### config.mk
export PLATFORM = sky130hd
export DESIGN_NAME = alu
export DESIGN_NICKNAME = d
export VERILOG_FILES = /design/src/rtl/alu_pkg.sv /design/src/rtl/bcd_adjust.sv /design/src/rtl/alu.sv
export SDC_FILE = /design/constraint.sdc
export NUM_CORES = 1
export LEC_CHECK = 0
export ABC_AREA = 0
export BUFFER_PORTS_ARGS = -buffer_cell sky130_fd_sc_hd__buf_2
export CAP_MARGIN = 10
export CORE_MARGIN = 3
export CORE_UTILIZATION = 34
export CTS_BUF_LIST = sky130_fd_sc_hd__clkbuf_4 sky130_fd_sc_hd__clkbuf_8
export CTS_CLUSTER_DIAMETER = 100
export DETAILED_ROUTE_END_ITERATION = 7
export GPL_TIMING_DRIVEN = 0
export PLACE_DENSITY = 0.53
export SLEW_MARGIN = 30
export SYNTH_ARGS = -nofsm -noshare
export SYNTH_HDL_FRONTEND = slang
export SYNTH_SLANG_ARGS = --single-unit
### constraint.sdc
create_clock -name clk -period 3.95 [get_ports clk]
set_input_delay 0 -clock clk [delete_from_list [all_inputs] [get_ports clk]]
set_output_delay 0 -clock clk [all_outputs]
set_load 0.005 [all_outputs]
### src/rtl/alu_pkg.sv
// Shared definitions for the 65C02 execution unit: op codes, P bit positions, FSM state, decimal context.
// Latency: n/a (declarations only).
// Backpressure: n/a.
package alu_pkg;

  localparam logic [3:0] OP_ORA  = 4'h0;
  localparam logic [3:0] OP_AND  = 4'h1;
  localparam logic [3:0] OP_EOR  = 4'h2;
  localparam logic [3:0] OP_ADC  = 4'h3;
  localparam logic [3:0] OP_PASM = 4'h4;
  localparam logic [3:0] OP_PASR = 4'h5;
  localparam logic [3:0] OP_CMP  = 4'h6;
  localparam logic [3:0] OP_SBC  = 4'h7;
  localparam logic [3:0] OP_ASL  = 4'h8;
  localparam logic [3:0] OP_ROL  = 4'h9;
  localparam logic [3:0] OP_LSR  = 4'hA;
  localparam logic [3:0] OP_ROR  = 4'hB;
  localparam logic [3:0] OP_INC  = 4'hC;
  localparam logic [3:0] OP_DEC  = 4'hD;
  localparam logic [3:0] OP_BIT  = 4'hE;
  localparam logic [3:0] OP_NOP  = 4'hF;

  // P = {N,V,1,1,D,I,Z,C}
  localparam int PB_N = 7;
  localparam int PB_V = 6;
  localparam int PB_D = 3;
  localparam int PB_I = 2;
  localparam int PB_Z = 1;
  localparam int PB_C = 0;

  localparam logic [7:0] P_RESET_DEFAULT = 8'h34;
  // Bits 5 and 4 of P read as one whenever P is loaded directly.
  localparam logic [7:0] P_FIXED_ONES    = 8'h30;

  typedef enum logic {
    ST_IDLE = 1'b0,
    ST_ADJ  = 1'b1
  } state_t;

  // Everything the ADJ cycle needs, captured at the accepting edge so R/M/op may change freely.
  typedef struct packed {
    logic [7:0] sum;
    logic       hc;
    logic       c;
    logic       v;
    logic       sub;
    logic       flag_en;
  } dec_ctx_t;

  // Replace only the P bits selected by mask.
  function automatic logic [7:0] merge_flags(input logic [7:0] p, input logic [7:0] val,
                                             input logic [7:0] mask);
    return (p & ~mask) | (val & mask);
  endfunction

endpackage

### src/rtl/bcd_adjust.sv
// Decimal correction of a latched binary ADC/SBC sum into packed BCD plus final carry.
// Latency: combinational.
// Backpressure: none; pure function of its inputs.
module bcd_adjust
  import alu_pkg::*;
(
  input  logic [7:0] sum_i,
  input  logic       hc_i,
  input  logic       c_i,
  input  logic       sub_i,
  output logic [7:0] res_o,
  output logic       c_o
);

  logic [8:0] t;

  // Low-nibble fix first; the ADC high-nibble test looks at the partially adjusted value.
  always_comb begin
    t   = {1'b0, sum_i};
    c_o = c_i;
    if (!sub_i) begin
      if ((sum_i[3:0] > 4'd9) || hc_i) begin
        t = t + 9'h006;
      end
      if ((t[8:4] > 5'd9) || c_i) begin
        t   = t + 9'h060;
        c_o = 1'b1;
      end
    end else begin
      // Carry clear means borrow; C already holds "no borrow" from the binary subtract.
      if (!hc_i) begin
        t = t - 9'h006;
      end
      if (!c_i) begin
        t = t - 9'h060;
      end
    end
    res_o = t[7:0];
  end

endmodule

### src/rtl/alu.sv
// 65C02 execution unit: combines R and M into registered OUT, owns status register P.
// Latency: 1 cycle for binary ops, 2 cycles for decimal ADC/SBC (one ADJ cycle).
// Backpressure: rdy=0 freezes all state; start is ignored while busy, nothing is queued.
module alu
  import alu_pkg::*;
#(
  parameter logic [7:0] P_RESET = P_RESET_DEFAULT
) (
  input  logic       clk,
  input  logic       rst_n,
  input  logic       rdy,
  input  logic       start,
  input  logic [3:0] op,
  input  logic       flag_en,
  input  logic [7:0] R,
  input  logic [7:0] M,
  input  logic       p_load,
  input  logic [7:0] p_in,
  output logic [7:0] OUT,
  output logic [7:0] P,
  output logic       busy,
  output logic       done
);

  state_t     state_q;
  logic [7:0] out_q;
  logic [7:0] p_q;
  logic       done_q;
  dec_ctx_t   ctx_q;

  logic       sub_op;
  logic       cin_eff;
  logic [7:0] m_op;
  logic [8:0] sum9;
  logic       hc;
  logic       v_bin;
  logic       dec_start;

  logic [7:0] res_d;
  logic [7:0] fval_d;
  logic [7:0] fmask_d;

  logic [7:0] adj_res;
  logic       adj_c;
  logic [7:0] fval_adj;

  // Shared 9-bit adder: ADC uses M, SBC/CMP add the complement so C is "no borrow".
  always_comb begin
    sub_op    = (op == OP_SBC) || (op == OP_CMP);
    m_op      = sub_op ? ~M : M;
    cin_eff   = (op == OP_CMP) ? 1'b1 : p_q[PB_C];
    sum9      = {1'b0, R} + {1'b0, m_op} + {8'd0, cin_eff};
    hc        = R[4] ^ m_op[4] ^ sum9[4];
    v_bin     = (R[7] ~^ m_op[7]) & (R[7] ^ sum9[7]);
    dec_start = ((op == OP_ADC) || (op == OP_SBC)) && p_q[PB_D];
  end

  // Binary result and the flag subset each op is allowed to touch.
  always_comb begin
    res_d   = out_q;
    fval_d  = 8'h00;
    fmask_d = 8'h00;
    unique case (op)
      OP_ORA:  begin res_d = R | M; fmask_d = 8'h82; end
      OP_AND:  begin res_d = R & M; fmask_d = 8'h82; end
      OP_EOR:  begin res_d = R ^ M; fmask_d = 8'h82; end
      OP_PASM: begin res_d = M;     fmask_d = 8'h82; end
      OP_PASR: begin res_d = R;     fmask_d = 8'h82; end
      OP_INC:  begin res_d = R + 8'd1; fmask_d = 8'h82; end
      OP_DEC:  begin res_d = R - 8'd1; fmask_d = 8'h82; end
      OP_ADC, OP_SBC: begin
        res_d        = sum9[7:0];
        fmask_d      = 8'hC3;
        fval_d[PB_V] = v_bin;
        fval_d[PB_C] = sum9[8];
      end
      OP_CMP: begin
        res_d        = sum9[7:0];
        fmask_d      = 8'h83;
        fval_d[PB_C] = sum9[8];
      end
      OP_ASL: begin res_d = {R[6:0], 1'b0};       fmask_d = 8'h83; fval_d[PB_C] = R[7]; end
      OP_ROL: begin res_d = {R[6:0], p_q[PB_C]};  fmask_d = 8'h83; fval_d[PB_C] = R[7]; end
      OP_LSR: begin res_d = {1'b0, R[7:1]};       fmask_d = 8'h83; fval_d[PB_C] = R[0]; end
      OP_ROR: begin res_d = {p_q[PB_C], R[7:1]};  fmask_d = 8'h83; fval_d[PB_C] = R[0]; end
      OP_BIT: begin
        res_d        = R & M;
        fmask_d      = 8'hC2;
        fval_d[PB_N] = M[7];
        fval_d[PB_V] = M[6];
        fval_d[PB_Z] = ((R & M) == 8'h00);
      end
      default: begin res_d = out_q; fmask_d = 8'h00; end
    endcase
    if (op != OP_BIT) begin
      fval_d[PB_N] = res_d[7];
      fval_d[PB_Z] = (res_d == 8'h00);
    end
  end

  bcd_adjust u_bcd_adjust (
    .sum_i (ctx_q.sum),
    .hc_i  (ctx_q.hc),
    .c_i   (ctx_q.c),
    .sub_i (ctx_q.sub),
    .res_o (adj_res),
    .c_o   (adj_c)
  );

  // Decimal flags: N/Z from the corrected byte, V from the binary sum.
  always_comb begin
    fval_adj       = 8'h00;
    fval_adj[PB_N] = adj_res[7];
    fval_adj[PB_V] = ctx_q.v;
    fval_adj[PB_Z] = (adj_res == 8'h00);
    fval_adj[PB_C] = adj_c;
  end

  // Sequencer, result and status registers; p_load is applied last so it overrides any flag write.
  always_ff @(posedge clk or negedge rst_n) begin
    if (!rst_n) begin
      state_q <= ST_IDLE;
      out_q   <= 8'h00;
      p_q     <= P_RESET;
      done_q  <= 1'b0;
      ctx_q   <= '0;
    end else if (rdy) begin
      done_q <= 1'b0;
      unique case (state_q)
        ST_IDLE: begin
          if (start) begin
            if (dec_start) begin
              ctx_q.sum     <= sum9[7:0];
              ctx_q.hc      <= hc;
              ctx_q.c       <= sum9[8];
              ctx_q.v       <= v_bin;
              ctx_q.sub     <= (op == OP_SBC);
              ctx_q.flag_en <= flag_en;
              state_q       <= ST_ADJ;
            end else begin
              out_q  <= res_d;
              if (flag_en) begin
                p_q <= merge_flags(p_q, fval_d, fmask_d);
              end
              done_q <= 1'b1;
            end
          end
        end
        ST_ADJ: begin
          out_q <= adj_res;
          if (ctx_q.flag_en) begin
            p_q <= merge_flags(p_q, fval_adj, 8'hC3);
          end
          done_q  <= 1'b1;
          state_q <= ST_IDLE;
        end
        default: state_q <= ST_IDLE;
      endcase
      if (p_load) begin
        p_q <= p_in | P_FIXED_ONES;
      end
    end
  end

  assign OUT  = out_q;
  assign P    = p_q;
  assign busy = (state_q == ST_ADJ);
  assign done = done_q;

endmodule
==> implementation parameters <==
Parameter                              Value

Floorplanning
  Number of cell rows ... 39
  Starting utilization of the core area ... 0.350
  I/O pin total ... 52
  Area inside the core boundary ... 11,500 sq um
  Die outline area ... 13,200 sq um
  Die height ... 115 um
  Width of the chip ... 115 um

Layout
  Fraction of layout cells with a size suffix above 1 ... 0.173
  Number of antenna diodes ... 0
  Filler Cells Inserted ... 1,231
  Final Instance Count excl. Fillers ... ~730
  Synth-to-layout area growth ... 14.4%
  Leading cell type in the layout, fill and taps excluded ... buf_2
  Post-route cell area ... 4610 sq um
  Leading cell types in the layout, fill and taps excluded ... buf_2 (59), nand2_1 (48), nor2_1 (46), o21ai_0 (44), ha_1 (34)
  Net count reported at finish ... 659

Power and ir drop
  Sum of internal, switching and leakage power ... 1.69 mW
  Leak ... 2.03 nW
  Power density normalized to cell area ... 367 nW/um^2
  Maximum resistive drop on vdd ... 115 uV

CTS
  Number of H-tree levels ... 2
  Number of buffers created by CTS ... 5
  Clk_lat worst skew ... 0.29 ns
  Number of buffers on the longest clock path ... 2
  Root Driver ... clkbuf_8
  Postcts setup bufs ... 0
  CTS sink cnt ... 30
  Clock transition at the registers of the reported paths ... 0.07 ns
  TritonCTS clock tree ... yes

Setup path
  Largest stage delay, worst path ... 0.45 ns
  Critical path arrival ... 3.84 ns
  Chain of cells forming the critical path ... buf_2, buf_4, buf_4, buf_2, nand2_2, xnor2_1, fa_1, fa_1, nor2b_1, o31a_1, nor3_1, o21ai_0, and4_1, or4b_1, o31a_1, o41ai_1
  Capturing element type of the critical path ... register
  Startpoint class of the critical path ... input pin
  Slowest stage cell on the critical path ... or4b_1
  Worst Setup Path Type ... input pin to register
  Largest fanout on the critical path ... 10
  R2r setup slk ... between 0.7 and 0.8 ns
  Endpoint required time on the critical path ... 4.12 ns

Synthesis
  Number of enable flip-flop cells after synthesis ... 0
  Prevailing post-synth register cell ... dfrtp_1
  Instance count of the mapped netlist ... 527
  Mapped Area ... 4030 sq um
  Post-synthesis sequential area ratio ... 0.187
  Post-synthesis average cell area ... between 7 and 8 sq um
  Yosys reg bits ... 30
  Net count after synthesis ... between 500 and 600
  Fraction of registers with async set or reset after synthesis ... 1.00
  Synth warnings ... 0
  Count of unique library cells instantiated by Yosys ... slightly below 80

Timing
  Final worst clock skew ... 0.00625 ns
  Count of final max-slew check failures ... 0
  Worst-case headroom to the max-slew limit ... 0.520
  Max Clk Rate ... 273 MHz
  Hold Vio Cnt, Final ... 0
  Least-Margin Pin Slew ... 0.719 ns
  Setup repair after global routing missed its margin ... no
  Shortest clock period the worst path allows after layout ... about 3.7 ns
  Worst hold margin ... 0.0229 ns
  Final sum of negative setup slack ... 0 ns
  Final period util ... 0.928
  Setup violations, final ... 0

Hold path
  Worst hold path type ... input pin to register

Drt
  Post-DR wirelength/cell ... 19.4 um
  Count of routing violations after the opening detailed-route iteration ... 388
  Vias per Instance ... 5.91
  Final ANT Viol Nets ... 0
  DR pass1 iterations ... 5
  DRC ... 0
  Detailed Route WL ... 14.2 mm
  Routed via count ... 4,328

Place
  Port buffer count ... 48
  Placed Instance Area ... 4450 sq um
  Number of placed instances, taps included ... 718
  Post-DP HPWL ... 11.0 mm
  Routability Congestion ... 0.906

Global routing
  Number of antenna violations at the first check in global routing ... 0
  Wire length of the first global-routing pass ... 22.4 mm
  Overflow left after global routing ... 0
  Number of global-route vias before repair ... about 4,200
  Largest net degree at the start of global routing ... 31
  Global routing usage summed across all routing layers ... 0.214

Outcome
  Status ... finished clean

Run
  Max_cap viols ... 0
==> area by class of cell <==
type                            count  area (sq um)  area share
Sequential cell                    30           753       0.163
Inverter                           28           105      0.0228
Timing Repair Buffer               54           300      0.0651
Multi-Input combinational cell    434          3000       0.650
Tap cell                          143           179      0.0388
Buffer                             35           183      0.0396
Clock buffer                        6          82.6      0.0179
Clock inverter                      2          12.5     0.00271
==> worst paths after layout <==
kind	start	endpoint	cells past startpoint
worst max-delay path	op[1]	register	16
min in group asynchronous	rst_n	ctx_q[4]$_DFFE_PN0P_	2
worst min register to register	register	register	2
worst max register to register	register	register	11
worst min-delay path	p_in[6]	register	3
max in group asynchronous	rst_n	P[3]$_DFFE_PN0P_	2
==> cells by family (layout without fill, tap and decap cells) <==
family          after synthesis  in the layout  synth area share
flops                        30             30             0.187
fa+ha+maj                    37             37             0.120
xor+xnor                     24             24            0.0540
compound gates              173            173             0.289
simple gates                183            183             0.233
buf+inv                      63            125            0.0714
mux                          17             17            0.0453
==> worst max-delay path: cells and delay by family <==
kind | cells | cell delay (ns)
AOI/OAI and AO/OA | 4 | 0.73
adders and majority gates | 2 | 0.86
and+or+nand+nor | 5 | 1.21
xor gates and xnor gates | 1 | 0.21
buffers and inverters | 4 | 0.83
==> routing by layer <==
metal | vias to the layer above | track usage | part of all wire
li1 | 2049 | - | -
met1 | 2074 | 0.307 | 0.46
met2 | 182 | 0.334 | 0.45
met4 | 0 | 0.0657 | 0.023
met3 | 23 | 0.0268 | 0.064
met5 | - | 0 | 0
==> metrics by stage <==
stage               setup slack (ns)   util
global placement              -0.133  0.386
CTS                            0.137  0.400
detailed placement            -0.162  0.386
global route                  0.0992  0.400
finish                         0.285  0.400
floorplan                      0.661      -
==> where the power goes <==
group | leakage, nW | switching, mW | total [mW] | internal (mW)
clock | 0.0472 | 0.131 | 0.271 | 0.140
combinational | 1.61 | 0.581 | 0.984 | 0.403
sequential | 0.372 | 0.0603 | 0.438 | 0.378
==> synth_stat cells (5+ instances only) <==
library cell	instances	area share
ha_1	34	0.11
buf_2	11	0.014
mux2i_1	7	0.017
o211ai_1	5	0.0093
nor2b_1	12	0.019
a31oi_1	16	0.025
o31ai_1	5	0.0093
a32oi_1	5	0.011
o22ai_1	7	0.011
a211oi_1	6	0.011
o21ai_1	5	0.0062
a21oi_1	30	0.037
nand3_1	11	0.014
nand2b_1	13	0.020
nor2_1	46	0.043
o21ai_0	44	0.055
clkbuf_1	15	0.014
nand2_1	49	0.046
xnor2_1	16	0.035
or3_1	5	0.0078
dfrtp_1	28	0.17
xor2_1	7	0.015
mux2_2	8	0.022
nor3_1	7	0.0087
buf_4	6	0.011
inv_1	28	0.026
nor4_1	5	0.0078
a21o_1	9	0.017
==> what timing repair did <==
| item | CTS | global route |
|---|---|---|
| endpoints found under the hold margin | 33 | 0 |
| hold buffers | 6 | 0 |
| resized for setup | 0 | 2 |
| setup endpoints to repair | 0 | 1 |
Note: power is estimated with default switching activity, not from simulation.
